$ cat src/rtl/regfile_wb_arbiter_if.sv
// Write-back request/accept signals for both requesters plus the register
// file write port and init status, grouped for the arbiter and its clients.
interface regfile_wb_arbiter_if #(
  parameter int DATA_W = 32,
  parameter int ADDR_W = 5
);
  logic              wb_valid;
  logic              wb_ready;
  logic [ADDR_W-1:0] wb_addr;
  logic [DATA_W-1:0] wb_data;

  logic              mc_valid;
  logic              mc_ready;
  logic [ADDR_W-1:0] mc_addr;
  logic [DATA_W-1:0] mc_data;

  logic              rf_we;
  logic [ADDR_W-1:0] rf_waddr;
  logic [DATA_W-1:0] rf_wdata;
  logic              init_busy;

  // arbiter side
  modport slave (
    input  wb_valid, wb_addr, wb_data,
    input  mc_valid, mc_addr, mc_data,
    output wb_ready, mc_ready,
    output rf_we, rf_waddr, rf_wdata, init_busy
  );

  // requester / register file side
  modport master (
    output wb_valid, wb_addr, wb_data,
    output mc_valid, mc_addr, mc_data,
    input  wb_ready, mc_ready,
    input  rf_we, rf_waddr, rf_wdata, init_busy
  );
endinterface

$ cat src/rtl/regfile_wb_arbiter.sv
// Register file write-port owner: optional post-reset init sequence
// (reg i <- i*INIT_MULT, enabled by macro RF_INIT_SEQ_EN), then arbitration
// between the pipeline WB stage (req 0) and a multicycle unit (req 1).
// Req 0 normally wins; req 1 takes priority after STARVE_LIMIT denied cycles.
// Writes to register 0 are accepted but never reach the register file.
module regfile_wb_arbiter #(
  parameter int DATA_W       = 32,
  parameter int ADDR_W       = 5,
  parameter int INIT_MULT    = 10,
  parameter int STARVE_LIMIT = 4
) (
  input logic                 clk,
  input logic                 rst,
  regfile_wb_arbiter_if.slave bus
);

  // reject parameter values the starve counter or init data cannot represent
  if (STARVE_LIMIT < 1 || STARVE_LIMIT > 15 || INIT_MULT < 0) begin : g_bad_param
    $error("regfile_wb_arbiter: STARVE_LIMIT must be 1..15, INIT_MULT >= 0");
  end

  localparam logic [3:0] LIMIT = 4'(STARVE_LIMIT);

  logic              run;
  logic              mc_pri;
  logic              wb_gnt;
  logic              mc_gnt;
  logic [3:0]        starve;
  logic              we_q;
  logic [ADDR_W-1:0] waddr_q;
  logic [DATA_W-1:0] wdata_q;

`ifdef RF_INIT_SEQ_EN
  typedef enum logic {S_INIT, S_RUN} state_t;

  localparam logic [ADDR_W-1:0] LAST = '1;

  state_t            state;
  state_t            state_nxt;
  logic [ADDR_W-1:0] idx;

  // state register; reset always restarts the init sequence
  always_ff @(posedge clk or negedge rst) begin
    if (!rst) state <= S_INIT;
    else      state <= state_nxt;
  end

  // leave INIT on the cycle the last register is written
  always_comb begin
    state_nxt = state;
    if (state == S_INIT && idx == LAST) state_nxt = S_RUN;
  end

  // init index walks 1..2^ADDR_W-1, register 0 is skipped
  always_ff @(posedge clk or negedge rst) begin
    if (!rst)                 idx <= ADDR_W'(1);
    else if (state == S_INIT) idx <= idx + 1'b1;
  end

  assign run           = (state == S_RUN);
  assign bus.init_busy = (state == S_INIT);
`else
  assign run           = 1'b1;
  assign bus.init_busy = 1'b0;
`endif

  // grant: lone requester wins; on contention req 0 unless req 1 is starved
  assign mc_pri       = (starve == LIMIT);
  assign wb_gnt       = run && bus.wb_valid && (!bus.mc_valid || !mc_pri);
  assign mc_gnt       = run && bus.mc_valid && (!bus.wb_valid || mc_pri);
  assign bus.wb_ready = wb_gnt;
  assign bus.mc_ready = mc_gnt;

  // count consecutive cycles req 1 waits; saturate so priority sticks
  always_ff @(posedge clk or negedge rst) begin
    if (!rst)                          starve <= '0;
    else if (!bus.mc_valid || mc_gnt)  starve <= '0;
    else if (starve != LIMIT)          starve <= starve + 4'd1;
  end

  // registered write port; addr/data hold when idle, x0 writes suppressed
  always_ff @(posedge clk or negedge rst) begin
    if (!rst) begin
      we_q    <= 1'b0;
      waddr_q <= '0;
      wdata_q <= '0;
    end
`ifdef RF_INIT_SEQ_EN
    else if (!run) begin
      we_q    <= 1'b1;
      waddr_q <= idx;
      wdata_q <= DATA_W'(idx) * DATA_W'(INIT_MULT);
    end
`endif
    else if (wb_gnt) begin
      we_q    <= |bus.wb_addr;
      waddr_q <= bus.wb_addr;
      wdata_q <= bus.wb_data;
    end else if (mc_gnt) begin
      we_q    <= |bus.mc_addr;
      waddr_q <= bus.mc_addr;
      wdata_q <= bus.mc_data;
    end else begin
      we_q    <= 1'b0;
    end
  end

  assign bus.rf_we    = we_q;
  assign bus.rf_waddr = waddr_q;
  assign bus.rf_wdata = wdata_q;

endmodule
$ cat src/flat_wrapper.sv
// flat-port wrapper written by rule: the top's interface ports become plain ports
module regfile_wb_arbiter_flat 
#(
  parameter int DATA_W       = 32,
  parameter int ADDR_W       = 5,
  parameter int INIT_MULT    = 10,
  parameter int STARVE_LIMIT = 4
)
  (clk, rst, bus_wb_valid, bus_wb_addr, bus_wb_data, bus_mc_valid, bus_mc_addr, bus_mc_data, bus_wb_ready, bus_mc_ready, bus_rf_we, bus_rf_waddr, bus_rf_wdata, bus_init_busy);
  regfile_wb_arbiter_if #(.DATA_W(DATA_W), .ADDR_W(ADDR_W)) bus_i ();
  input logic clk;
  input logic rst;
  input wire logic [$bits(bus_i.wb_valid)-1:0] bus_wb_valid;
  input wire logic [$bits(bus_i.wb_addr)-1:0] bus_wb_addr;
  input wire logic [$bits(bus_i.wb_data)-1:0] bus_wb_data;
  input wire logic [$bits(bus_i.mc_valid)-1:0] bus_mc_valid;
  input wire logic [$bits(bus_i.mc_addr)-1:0] bus_mc_addr;
  input wire logic [$bits(bus_i.mc_data)-1:0] bus_mc_data;
  output wire logic [$bits(bus_i.wb_ready)-1:0] bus_wb_ready;
  output wire logic [$bits(bus_i.mc_ready)-1:0] bus_mc_ready;
  output wire logic [$bits(bus_i.rf_we)-1:0] bus_rf_we;
  output wire logic [$bits(bus_i.rf_waddr)-1:0] bus_rf_waddr;
  output wire logic [$bits(bus_i.rf_wdata)-1:0] bus_rf_wdata;
  output wire logic [$bits(bus_i.init_busy)-1:0] bus_init_busy;
  assign bus_i.wb_valid = bus_wb_valid;
  assign bus_i.wb_addr = bus_wb_addr;
  assign bus_i.wb_data = bus_wb_data;
  assign bus_i.mc_valid = bus_mc_valid;
  assign bus_i.mc_addr = bus_mc_addr;
  assign bus_i.mc_data = bus_mc_data;
  assign bus_wb_ready = bus_i.wb_ready;
  assign bus_mc_ready = bus_i.mc_ready;
  assign bus_rf_we = bus_i.rf_we;
  assign bus_rf_waddr = bus_i.rf_waddr;
  assign bus_rf_wdata = bus_i.rf_wdata;
  assign bus_init_busy = bus_i.init_busy;
  regfile_wb_arbiter #(.DATA_W(DATA_W), .ADDR_W(ADDR_W), .INIT_MULT(INIT_MULT), .STARVE_LIMIT(STARVE_LIMIT)) u_core (.clk(clk), .rst(rst), .bus(bus_i));
endmodule
$ cat config.mk
export PLATFORM = sky130hd
export DESIGN_NAME = regfile_wb_arbiter_flat
export DESIGN_NICKNAME = d
export VERILOG_FILES = /design/src/rtl/regfile_wb_arbiter_if.sv /design/src/rtl/regfile_wb_arbiter.sv /design/src/flat_wrapper.sv
export SDC_FILE = /design/constraint.sdc
export NUM_CORES = 1
export LEC_CHECK = 0
export ABC_AREA = 1
export BUFFER_PORTS_ARGS = -buffer_cell sky130_fd_sc_hd__buf_2
export CELL_PAD_IN_SITES_DETAIL_PLACEMENT = 0
export CELL_PAD_IN_SITES_GLOBAL_PLACEMENT = 2
export CORE_AREA = 2 2 109 111
export DETAILED_ROUTE_END_ITERATION = 10
export DIE_AREA = 0 0 111 113
export GPL_ROUTABILITY_DRIVEN = 0
export PLACE_DENSITY_LB_ADDON = 0.05
export RECOVER_POWER = 50
export SLEW_MARGIN = 30
export SYNTH_ARGS = -nofsm -noshare
export SYNTH_HDL_FRONTEND = slang
export SYNTH_SLANG_ARGS = --single-unit
$ cat constraint.sdc
create_clock -name clk -period 1.6 [get_ports clk]
set_clock_uncertainty 0.2 [all_clocks]
set_input_delay 0.08 -clock clk [delete_from_list [all_inputs] [get_ports clk]]
set_output_delay 0.08 -clock clk [all_outputs]
set_load 0.01 [all_outputs]
* After elaboration in Yosys (flattened, before gate mapping)
Index checks and enable logic that the tools add are counted.
Storage, ports and cells: flip-flop bits (word level) 42, latch bits 0, memory bits (writable) 0, memory bits (read-only) 0, input port bits 78, output and inout port bits 41, logic and storage cells 27, memories kept 0
Operators by class: add/subtract/negate cells 1, $mul 0, div/mod/pow operators 0, order comparisons 0, equality and inequality tests 2, shift-type cells 0, multiplexer cells 8, bitwise gates (word level) 0, reductions and logical operators 12
Operator list (number):
- 32-bit 2-to-1 mux | 2
- 5-bit 2-to-1 mux | 2
- 5-bit OR reduction | 2
- 4-bit 2-to-1 mux | 2
- 4-bit by 1-bit adder with 4-bit output, second input constant | 1
- 4-bit by 3-bit equality test with 1-bit output, second input constant | 1
- 4-bit by 3-bit != test with 1-bit output, second input constant | 1
- 2-bit nonzero test | 2
- 1-bit zero test | 3
- 1-bit logical OR | 3
- 1-bit logical AND | 2
- 1-bit 2-to-1 mux | 2

* Longest topological paths before layout
Gate-level depths: netlist (run 1).
word-level depth 5, gate-level depth with buffers 10, gate-level depth less buffers 8

* Least setup slack after synthesis (run 1)
OpenSTA, ideal clock, no wires.
path type register to register, from register u_core.starve[0], to register u_core.wdata_q[10], in the netlist u_core.bus.rf_wdata[10], library setup time 116 ps, arrival time 1230 ps, slack 53 ps, cell stages (with the launch flop) 10, path through dfrtp_1 > inv_1 > ha_1 > nand3_2 > nand2_2 > nand2_2 > clkbuf_1 > nand2_1 > nand2_1 > nand2_1
Between the ends: word-level cells in the longest chain between the ends 5
Ends and longest elaborated chain:
- from (decl) | RTL line regfile_wb_arbiter.sv:28 | logic [3:0] starve;
- from (signal assigned) | RTL line regfile_wb_arbiter.sv:78 | else if (starve != LIMIT) starve <= starve + 4'd1;
- 4-bit by 3-bit equality test with 1-bit output * | RTL line regfile_wb_arbiter.sv:68 | assign mc_pri = (starve == LIMIT);
- 1-bit zero test | RTL line regfile_wb_arbiter.sv:69 | assign wb_gnt = run && bus.wb_valid && (!bus.mc_valid || !mc_pri);
- 1-bit logical OR | RTL line regfile_wb_arbiter.sv:69
- 1-bit logical AND | RTL line regfile_wb_arbiter.sv:69
- 32-bit 2-to-1 mux or 2-bit nonzero test (tied branches)
- to (signal assigned) | RTL line regfile_wb_arbiter.sv:98 | wdata_q <= bus.wb_data;
- to (signal assigned) | RTL line regfile_wb_arbiter.sv:102 | wdata_q <= bus.mc_data;
- to (decl) | RTL line regfile_wb_arbiter.sv:31 | logic [DATA_W-1:0] wdata_q;
Mark *: on every way between the ends. The rest lies on a longest branch, timed or not. A chain may end at the register's enable or synchronous reset.

* Final worst setup path (run 1)
from register u_core.starve[0], to output port bus_mc_ready
Between the ends: word-level cells in the longest chain between the ends 3
Ends and longest elaborated chain:
- 4-bit by 3-bit equality test with 1-bit output | RTL line regfile_wb_arbiter.sv:68
- 1-bit logical OR | RTL line regfile_wb_arbiter.sv:70 | assign mc_gnt = run && bus.mc_valid && (!bus.wb_valid || mc_pri);
- 1-bit logical AND | RTL line regfile_wb_arbiter.sv:70
- to (decl) | RTL line flat_wrapper.sv:20 | output wire logic [$bits(bus_i.mc_ready)-1:0] bus_mc_ready;
Every way passes these cells.

==> results of run 1 <==
[synthesized netlist by cell type]
cell	instances
clkbuf_1	2
xnor2_1	1
dfrtp_1	42
nor2_1	5
nor2_2	1
nand3_1	6
conb_1	1
xor2_1	1
buf_4	6
nor3_1	3
ha_1	2
nand2_2	2
a21oi_1	1
nand3_2	1
buf_6	5
nand2_1	188
nand3b_1	34
inv_1	9
buf_2	8
[per-stage QoR]
step	utilization, %	total power [mW]	hold WS, ns	area, um^2
after global placement	27.8	1.88	-0.110	3130
after CTS	36.8	3.26	0.0132	4150
after detailed placement	27.8	1.87	-0.107	3130
after global routing	37.4	3.43	0.0498	4220
after floorplan	-	1.55	-0.416	2340
final	37.4	3.21	0.00322	4220
[metal layers]
metal	vias to the layer above	share of wire, %	GRT usage [%]
met5	-	0	0
met4	0	0.99	3.50
met3	5	5.0	3.11
met2	79	47	25.6
met1	1223	47	19.0
li1	1381	-	-
[power by group through the flow]
stage	sequential (mW)	clock, mW	combinational, mW
after floorplan	1.29	0	0.264
after global placement	1.24	0	0.642
after detailed placement	1.24	0	0.635
after CTS	1.22	1.23	0.811
after global routing	1.23	1.28	0.911
final	1.22	1.18	0.811
[kinds of logic after synthesis]
group	count (synthesis)
AND/OR/NAND/NOR	240
flip-flops	42
buffers and inverters	30
XOR/XNOR	2
adder cells (fa/ha/maj)	2
AO/OA/AOI/OAI	1
other	1
[layout make-up]
cell class	instances	area [um^2]
fill	1223	7050
sequential	42	1050
clock inverter	3	40.0
multi-input combinational	246	1150
clock buffer	5	125
inverter	9	46.3
tap	143	179
timing repair buffer	217	1630
[flip-flops by register name, summed over array words and instances, names as in the netlist]
register and cells:
u_core.bus.rf_wdata 32, u_core.bus.rf_waddr 5, u_core.bus.rf_we 1, u_core.starve 4
[worst max-delay path by stage]
| stage | slack (ns) | startpoint | endpoint |
|---|---|---|---|
| 6_report | -0.05 | u_core.starve[0] | bus_mc_ready |
| 5_1_grt | -0.12 | u_core.starve[0] | bus_mc_ready |
| 4_1_cts | -0.08 | u_core.starve[1] | bus_mc_ready |
| 3_5_place_dp | 0.04 | u_core.starve[1] | u_core.bus.rf_wdata[13] |
| 3_3_place_gp | 0.07 | u_core.starve[1] | u_core.bus.rf_wdata[24] |
| 2_1_floorplan | 0.05 | u_core.starve[0] | u_core.bus.rf_wdata[10] |
[worst max-delay path, stage by stage (launching register included)]
cell	delay (ns)
dfrtp_1	0.39
inv_2	0.08
ha_4	0.14
nand3_4	0.07
nand2_4	0.10
nand2_4	0.06
buf_12	0.13
clkinv_8	0.04
buf_6	0.09
[what timing repair did]
action,4_1_cts,5_1_grt
hold buffers,75,0
pin swaps,2,1
buffers inserted,5,2
cloned,1,1
setup endpoints to repair,2,33
gates resized for setup,12,11
hold endpoints to repair,80,0
==> results.md, run 1 <==
- Status: complete, but fails checks
- Failing checks: setup timing
- N_diodes: 0
- Kind of end point of the critical path: output port
- Syn Nets: about 400
- Adder-Cell Fraction of Synth Area: under 10%
- Floorplan row count: 39
- Buffers on Ports: about 120
- Total wire length: approximately 9 mm
- DR vias/cell: approximately 4.0
- Max Root-Sink Buffers: 2
- Hold Crit Start: bus_mc_valid
- Core Box Area: 11300 um^2
- Via count: about 2700
- # Max-Cap Violations: 0
- First-pass GRT wire length: 14.6 mm
- Clock H-tree levels: 2
- Worst EP arrival: 1.37 ns
- Die ar.: 12500 um^2
- Placement Setup Slack: ~0.038 ns
- TritonCTS Sinks: 42
- HP Class: in2reg
- Final ANT Viol Nets: 0
- First-pass DRT Iterations: 4
- P_sw: 0.893 mW
- Final Hold Fails: 0
- Critical path data required time: approximately 1.3 ns
- Final nets: 601
- Total gr overflow: 0
- FF-to-FF setup slack: 0.02 ns
- Post-synthesis cell type count: 19
- Worst R2R Path Depth: 10
- Initial antenna violation count: 0
- Final WS setup: -0.0547 ns
- Synth-to-Final Area Change: 80.4%
- Critical Path Start Type: flop
- Final std cells w/o fill: ~670
- Syn Inst Count: 318
- Die height: about 110 um
- RSZ-0062 raised after global routing: yes
- Reg2reg end: u_core.bus.rf_wdata[5]
- CTS tree: built
- Clk Tree Root Cell: clkbuf_16
- WL/cell: 13.6 um
- Number of global-route vias before repair: ~2900
- Largest net degree at the start of global routing: 43
- Initial Util: 20.7%
- DP Cell Count: 573
- Setup TNS: -0.0572 ns
- Sequential share of power: approximately 38%
- Compound-Gate Fraction of Synth Area: 0.214%
- CP Max Fanout: 4
- DRT iter0 DRCs: 123
- Post-synthesis simple-gate area fraction: 45.1%
- Power per cell area: roughly 760 nW/um^2
- Horiz. Die Dim: 111 um
- Clock Latency Late Sink: ~0.29 ns
- Gate power share: roughly a quarter
- Maximum VDD drop: 0.425 mV
- Fmax: 604 MHz
- Yosys top cell by area: dfrtp_1
- #FFs+latches synth: 42
- Slew at the pin closest to its max-slew limit: ~0.65 ns
- Setup-failing EPs final: 2
- # IOs: 119
- Register area share after synthesis: 44.9%
- R2r startpoint: u_core.starve[0]
- Number of remaining DRC errors: 0
- Crit path time final: 1.65 ns
- Max-slew violation count: 0
- Commonest non-fill, non-tap cell in the layout: nand2_1
- Hold endpoint: u_core.bus.rf_waddr[3]
- Clk pwr share: 36.7%
- Post-synthesis area per instance: 7.35 um^2
- Highest-count cells in the layout ignoring fill and taps: 187 x nand2_1, 111 x buf_2, 75 x dlygate4sd3_1, 42 x dfrtp_1, 34 x nand3b_1
- Syn Std Cell Area: 2340 um^2
- Net Sw Frac: 27.8%
- Leakage: 2.26 nW
- Fraction of synthesized area in multiplexers: 0%
- Clock-pin slew on the worst setup and hold paths: 0.07 ns
- Share of layout cells above drive strength 1: between 20 and 30%
- Total Routing Usage GR: between 10 and 15%
- Hold path depth: 3
- Synth Warn #: 0
- Total CTS buffers: 5
- Post-Synth XOR/XNOR Area: 0.749%
- Setup CP Type: reg2out
- Final HPWL DP: about 5.7 mm
- Internal power: 2.32 mW
- Top cell type's share of synthesized area: between 40% and 50%
- Ranking of synthesized cells by area: dfrtp_1 45%, nand2_1 30%, nand3b_1 11%, buf_6 2.4%, buf_4 1.9%
- Slew HR: 56.4%
- Largest family of logic cells by synthesized area: simple AND/OR/NAND/NOR gates
- Period utilization: 103%
Note: power is estimated with default switching activity, not from simulation.
==> inputs of run 2 (changes only) <==
--- a/config.mk
+++ b/config.mk
@@ -9,11 +9,11 @@
 export BUFFER_PORTS_ARGS = -buffer_cell sky130_fd_sc_hd__buf_2
 export CELL_PAD_IN_SITES_DETAIL_PLACEMENT = 0
 export CELL_PAD_IN_SITES_GLOBAL_PLACEMENT = 2
-export CORE_AREA = 2 2 109 111
+export CORE_AREA = 2 2 100 102
 export DETAILED_ROUTE_END_ITERATION = 10
-export DIE_AREA = 0 0 111 113
+export DIE_AREA = 0 0 102 104
 export GPL_ROUTABILITY_DRIVEN = 0
-export PLACE_DENSITY_LB_ADDON = 0.05
+export PLACE_DENSITY_LB_ADDON = 0.3
 export RECOVER_POWER = 50
 export SLEW_MARGIN = 30
 export SYNTH_ARGS = -nofsm -noshare
==> constraint.sdc (replaced) <==
create_clock -name clk -period 2.02 [get_ports clk]
set_clock_uncertainty 0.2 [all_clocks]
set_input_delay 0.101 -clock clk [delete_from_list [all_inputs] [get_ports clk]]
set_output_delay 0.101 -clock clk [all_outputs]
set_load 0.01 [all_outputs]
==> results.md, run 2 (same netlist as run 1, synthesis figures left out) <==
- Status: complete, no violations
- Power per cell area: 563 nW/um^2
- Max-slew violation count: 0
- TritonCTS Sinks: 42
- Critical Path Start Type: flop
- Pwr Total: 2.19 mW
- Max incr delay on CP: ~0.41 ns
- Via count: 2603
- Synth-to-Final Area Change: 66.6%
- Total CTS buffers: 5
- CTS tree: built
- First-pass GRT wire length: roughly 13 mm
- CP Max Fanout: 16
- DP Cell Count: 559
- Clock-pin slew on the worst setup and hold paths: 0.08 ns
- Worst-path cell chain: inv_1 -> ha_1 -> nand3_2 -> nand2_2 -> buf_4 -> nand2_1 -> buf_2
- Final std cells w/o fill: 645
- DR vias/cell: about 4
- # Max-Cap Violations: 0
- Die ar.: 10600 um^2
- Worst EP arrival: 1.60 ns
- Final nets: ~590
- First-pass DRT Iterations: 6
- Final ANT Viol Nets: 0
- Clk Tree Root Cell: clkbuf_8
- Horiz. Die Dim: 102 um
- Maximum VDD drop: 0.399 mV
- Leakage: 2.03 nW
- Die height: roughly 100 um
- Period utilization: a little over nine tenths
- RSZ-0062 raised after global routing: no
- Floorplan row count: 36
- Number of remaining DRC errors: 0
- Total wire length: 7.91 mm
- Placement Setup Slack: 0.376 ns
- Share of layout cells above drive strength 1: 19.9%
- Commonest non-fill, non-tap cell in the layout: nand2_1
- Clock Latency Late Sink: 0.29 ns
- Largest net degree at the start of global routing: 25
- Post-DP Area: between 3000 and 4000 um^2
- Crit path time final: 1.90 ns
- DRT iter0 DRCs: 46
- Setup CP Type: reg2out
- Total Routing Usage GR: 15.1%
- Core Box Area: 9550 um^2
- WL/cell: ~12 um
- Clock H-tree levels: 2
- Final HPWL DP: 5.27 mm
- Final WS setup: 0.121 ns
- Worst path bufs/invs: 3
- Post-CTS setup buffer count: 0
- Buffers on Ports: between 100 and 150
- Highest-count cells in the layout ignoring fill and taps: 188 x nand2_1, 78 x dlygate4sd3_1, 78 x buf_2, 42 x dfrtp_1, 39 x clkbuf_1
- HP Class: in2async
- CP max-delay cell: dfrtp_1
- Total gr overflow: 0
- Slew at the pin closest to its max-slew limit: 0.651 ns
- Critical path data required time: 1.72 ns
- # IOs: around 120
- Final Hold Fails: 0
- Setup-failing EPs final: 0
- Max Root-Sink Buffers: 2
- N_diodes: 0
- Slew HR: 56.6%
- Initial antenna violation count: 0
- Setup TNS: 0 ns
- Top delay family on crit path: buffers and inverters
- Initial Util: between 20% and 30%
- Final Cell Area: a little under 4000 um^2
- Number of global-route vias before repair: roughly 2700
- Kind of end point of the critical path: output port
- Number of flip-flops in the largest register: 32
- Fmax: 527 MHz
run 2: cell count changes in the layout (fill, tap and decap cells not counted), sizes merged:
cell         delta
buf            -47
dlygate4sd3     +3
inv             +1
clkinv          -1
clkbuf         +34
run 2: cell type report:
class	instances	area, um^2
Clock buffer	5	68.8
Clock inverter	3	40.0
Fill cell	1030	5650
Inverter	9	33.8
Multi-Input combinational cell	246	1110
Sequential cell	42	1050
Tap cell	133	166
Timing Repair Buffer	207	1430
run 2: layer usage:
| layer | vias to the layer above | share of wire [%] | wire length [um] | track usage [%] |
|---|---|---|---|---|
| met3 | 6 | 3.7 | 289 | 2.55 |
| met5 | - | 0 | 0 | 0 |
| met1 | 1185 | 44 | 3500 | 18.4 |
| met2 | 57 | 51 | 4040 | 27.3 |
| met4 | 0 | 0.96 | 76 | 3.14 |
| li1 | 1355 | - | - | - |
run 2: final timing paths:
check / from / to / slack [ns] / cells past startpoint
worst max-delay path: u_core.starve[0] / bus_wb_ready / 0.12 / 7
worst min-delay path: rst / u_core.bus.rf_wdata[4] / 0.16 / 2
worst max register to register: u_core.starve[0] / u_core.bus.rf_wdata[31] / 0.37 / 9
worst min register to register: u_core.bus.rf_wdata[26] / u_core.bus.rf_wdata[26] / 0.28 / 2
max in group asynchronous: rst / u_core.bus.rf_wdata[12] / 0.66 / 3
min in group clk: u_core.bus.rf_wdata[26] / u_core.bus.rf_wdata[26] / 0.28 / 2
run 2: what timing repair did:
action,4_1_cts,5_1_grt
resized for setup,0,2
hold endpoints to repair,62,0
endpoints found under the setup margin,0,1
hold buffers,78,0
run 2: worst register-to-register path, cell delays in order, from the launching register on:
cell and delay, ns:
dfrtp_1 0.39, inv_1 0.06, ha_1 0.20, nand3_2 0.08, nand2_2 0.08, nand2_2 0.08, buf_4 0.26, nand2_1 0.08
nand2_1 0.06, nand2_1 0.05
run 2: power by group:
group          switching [mW]  total, mW  internal (mW)
Clock                   0.298      0.662          0.364
Combinational           0.288      0.566          0.278
Sequential             0.0449      0.967          0.922
run 2: per-stage QoR:
stage	util (%)	hold slack (ns)
2_1_floorplan	-	-0.395
3_3_place_gp	31.9	-0.0477
3_5_place_dp	31.9	-0.0501
4_1_cts	41.2	0.153
5_1_grt	40.8	0.206
6_report	40.8	0.159
==> inputs of run 3 (changes only) <==
--- a/config.mk
+++ b/config.mk
@@ -15,6 +15,7 @@
 export GPL_ROUTABILITY_DRIVEN = 0
 export PLACE_DENSITY_LB_ADDON = 0.3
 export RECOVER_POWER = 50
+export SETUP_SLACK_MARGIN = 0.3
 export SLEW_MARGIN = 30
 export SYNTH_ARGS = -nofsm -noshare
 export SYNTH_HDL_FRONTEND = slang
==> results.md, run 3 (same netlist as run 1, synthesis figures left out) <==
- Status: complete, no violations
- Clock H-tree levels: 2
- Largest net degree at the start of global routing: 25
- Highest-count cells in the layout ignoring fill and taps: 187 x nand2_1, 78 x dlygate4sd3_1, 76 x buf_2, 42 x dfrtp_1, 39 x clkbuf_1
- Buffers on Ports: 117
- Power per cell area: approximately 550 nW/um^2
- TritonCTS Sinks: 42
- Number of flip-flops in the largest register: 32
- Kind of end point of the critical path: output port
- DR vias/cell: 4.06
- Worst-path cell chain: inv_1 -> ha_2 -> nand3_2 -> nand2_4 -> nand2_4 -> buf_12 -> clkinv_8 -> buf_6
- CP Max Fanout: 4
- Clk Tree Root Cell: clkbuf_8
- Synth-to-Final Area Change: 73.1%
- Setup CP Type: reg2out
- Slew at the pin closest to its max-slew limit: 0.663 ns
- Max Root-Sink Buffers: 2
- Number of global-route vias before repair: 2738
- WHS: 0.0107 ns
- Leakage: 2.10 nW
- Floorplan row count: 36
- Maximum VDD drop: 0.400 mV
- Period utilization: a little under nine tenths
- CTS tree: built
- Die ar.: 10600 um^2
- N_diodes: 0
- First-pass DRT Iterations: 4
- Commonest non-fill, non-tap cell in the layout: nand2_1
- Clock-pin slew on the worst setup and hold paths: 0.08 ns
- Critical Path Start Type: flop
- Initial Util: 24.5%
- Crit path time final: about 1.7 ns
- Max-slew violation count: 0
- WL/cell: 12.4 um
- Clk pwr share: 29.7%
- Net Sw Frac: 28.8%
- Die height: 104 um
- CP max-delay cell: dfrtp_1
- Clock Latency Late Sink: roughly 0.29 ns
- Fmax: roughly 580 MHz
- RSZ-0062 raised after global routing: yes
- Setup TNS: 0 ns
- # IOs: 119
- Final HPWL DP: 5.27 mm
- Final nets: 601
- Initial antenna violation count: 0
- Total gr overflow: 0
- Core Box Area: 9550 um^2
- P_sw: 0.643 mW
- Final Hold Fails: 0
- Max incr delay on CP: 0.39 ns
- Setup-failing EPs final: 0
- Worst EP arrival: 1.44 ns
- Number of remaining DRC errors: 0
- DRT iter0 DRCs: 65
- HP Class: in2reg
- Total wire length: 8.10 mm
- Share of layout cells above drive strength 1: 22.4%
- Internal power: about 1.6 mW
- Via count: 2657
- First-pass GRT wire length: 13.0 mm
- # Max-Cap Violations: 0
- Total Routing Usage GR: about 15%
- Final ANT Viol Nets: 0
- Critical path data required time: 1.72 ns
- Total CTS buffers: 5
- Horiz. Die Dim: 102 um
- Sequential share of power: 43.3%
- Most used cell, CP: nand2_4
- Gate power share: 26.9%
- Slew HR: a little under three fifths
run 3: worst max-delay path: cells and delay by family, from the launching register on:
family,cells,cell delay [ns]
buffers and inverters,4,0.31
adder cells (fa/ha/maj),1,0.17
flip-flops,1,0.39
AND/OR/NAND/NOR,3,0.26
run 3: layer usage:
layer | routed length, um | vias to the layer above | GRT usage, %
met1 | 3630 | 1209 | 19.3
li1 | - | 1377 | -
met3 | 313 | 6 | 2.42
met5 | 0 | - | 0
met4 | 76 | 0 | 3.14
met2 | 4080 | 65 | 27.5
run 3: path summary, 6_finish.rpt:
| check | from | to | slack (ns) | cells past startpoint |
|---|---|---|---|---|
| max | u_core.starve[1] | bus_mc_ready | 0.28 | 8 |
| min | bus_mc_valid | u_core.starve[2] | 0.01 | 3 |
| min reg2reg | u_core.bus.rf_wdata[26] | u_core.bus.rf_wdata[26] | 0.28 | 2 |
| max in group asynchronous | rst | u_core.bus.rf_wdata[12] | 0.66 | 3 |
| min in group asynchronous | rst | u_core.bus.rf_wdata[4] | 0.16 | 2 |
| max reg2reg | u_core.starve[1] | u_core.bus.rf_wdata[5] | 0.36 | 10 |
run 3: power by group through the flow:
stage / Combinational [mW] / Clock (mW) / Sequential [mW]
finish: 0.600 / 0.663 / 0.966
global route: 0.674 / 0.730 / 0.975
CTS: 0.621 / 0.702 / 0.965
detailed placement: 0.480 / 0 / 0.981
global placement: 0.479 / 0 / 0.983
floorplan: 0.209 / 0 / 1.02
run 3: timing repair:
item                                    4_1_cts  5_1_grt
hold buffers                                 78        0
gates resized for setup                      15        7
hold endpoints to repair                     60        0
pin swaps                                     2        2
buffers inserted                              6        4
endpoints found under the setup margin        2       40
run 3: area by class of cell:
type / instances / area (um^2)
clock inverter: 3 / 40.0
multi-input combinational: 246 / 1130
tap: 133 / 166
timing repair buffer: 217 / 1540
inverter: 9 / 46.3
fill: 1017 / 5500
sequential: 42 / 1050
clock buffer: 5 / 68.8
run 3: metrics by stage:
stage               worst slack, ns  std cells  power [mW]  utilization, %  area, um^2
finish                        0.283        655        2.23            42.4        4050
detailed placement            0.376        559        1.46            31.9        3050
global placement              0.400        559        1.46            31.9        3050
global route                  0.203        655        2.38            42.4        4050
floorplan                     0.473        318        1.23               -        2340
CTS                           0.254        651        2.29            42.3        4040
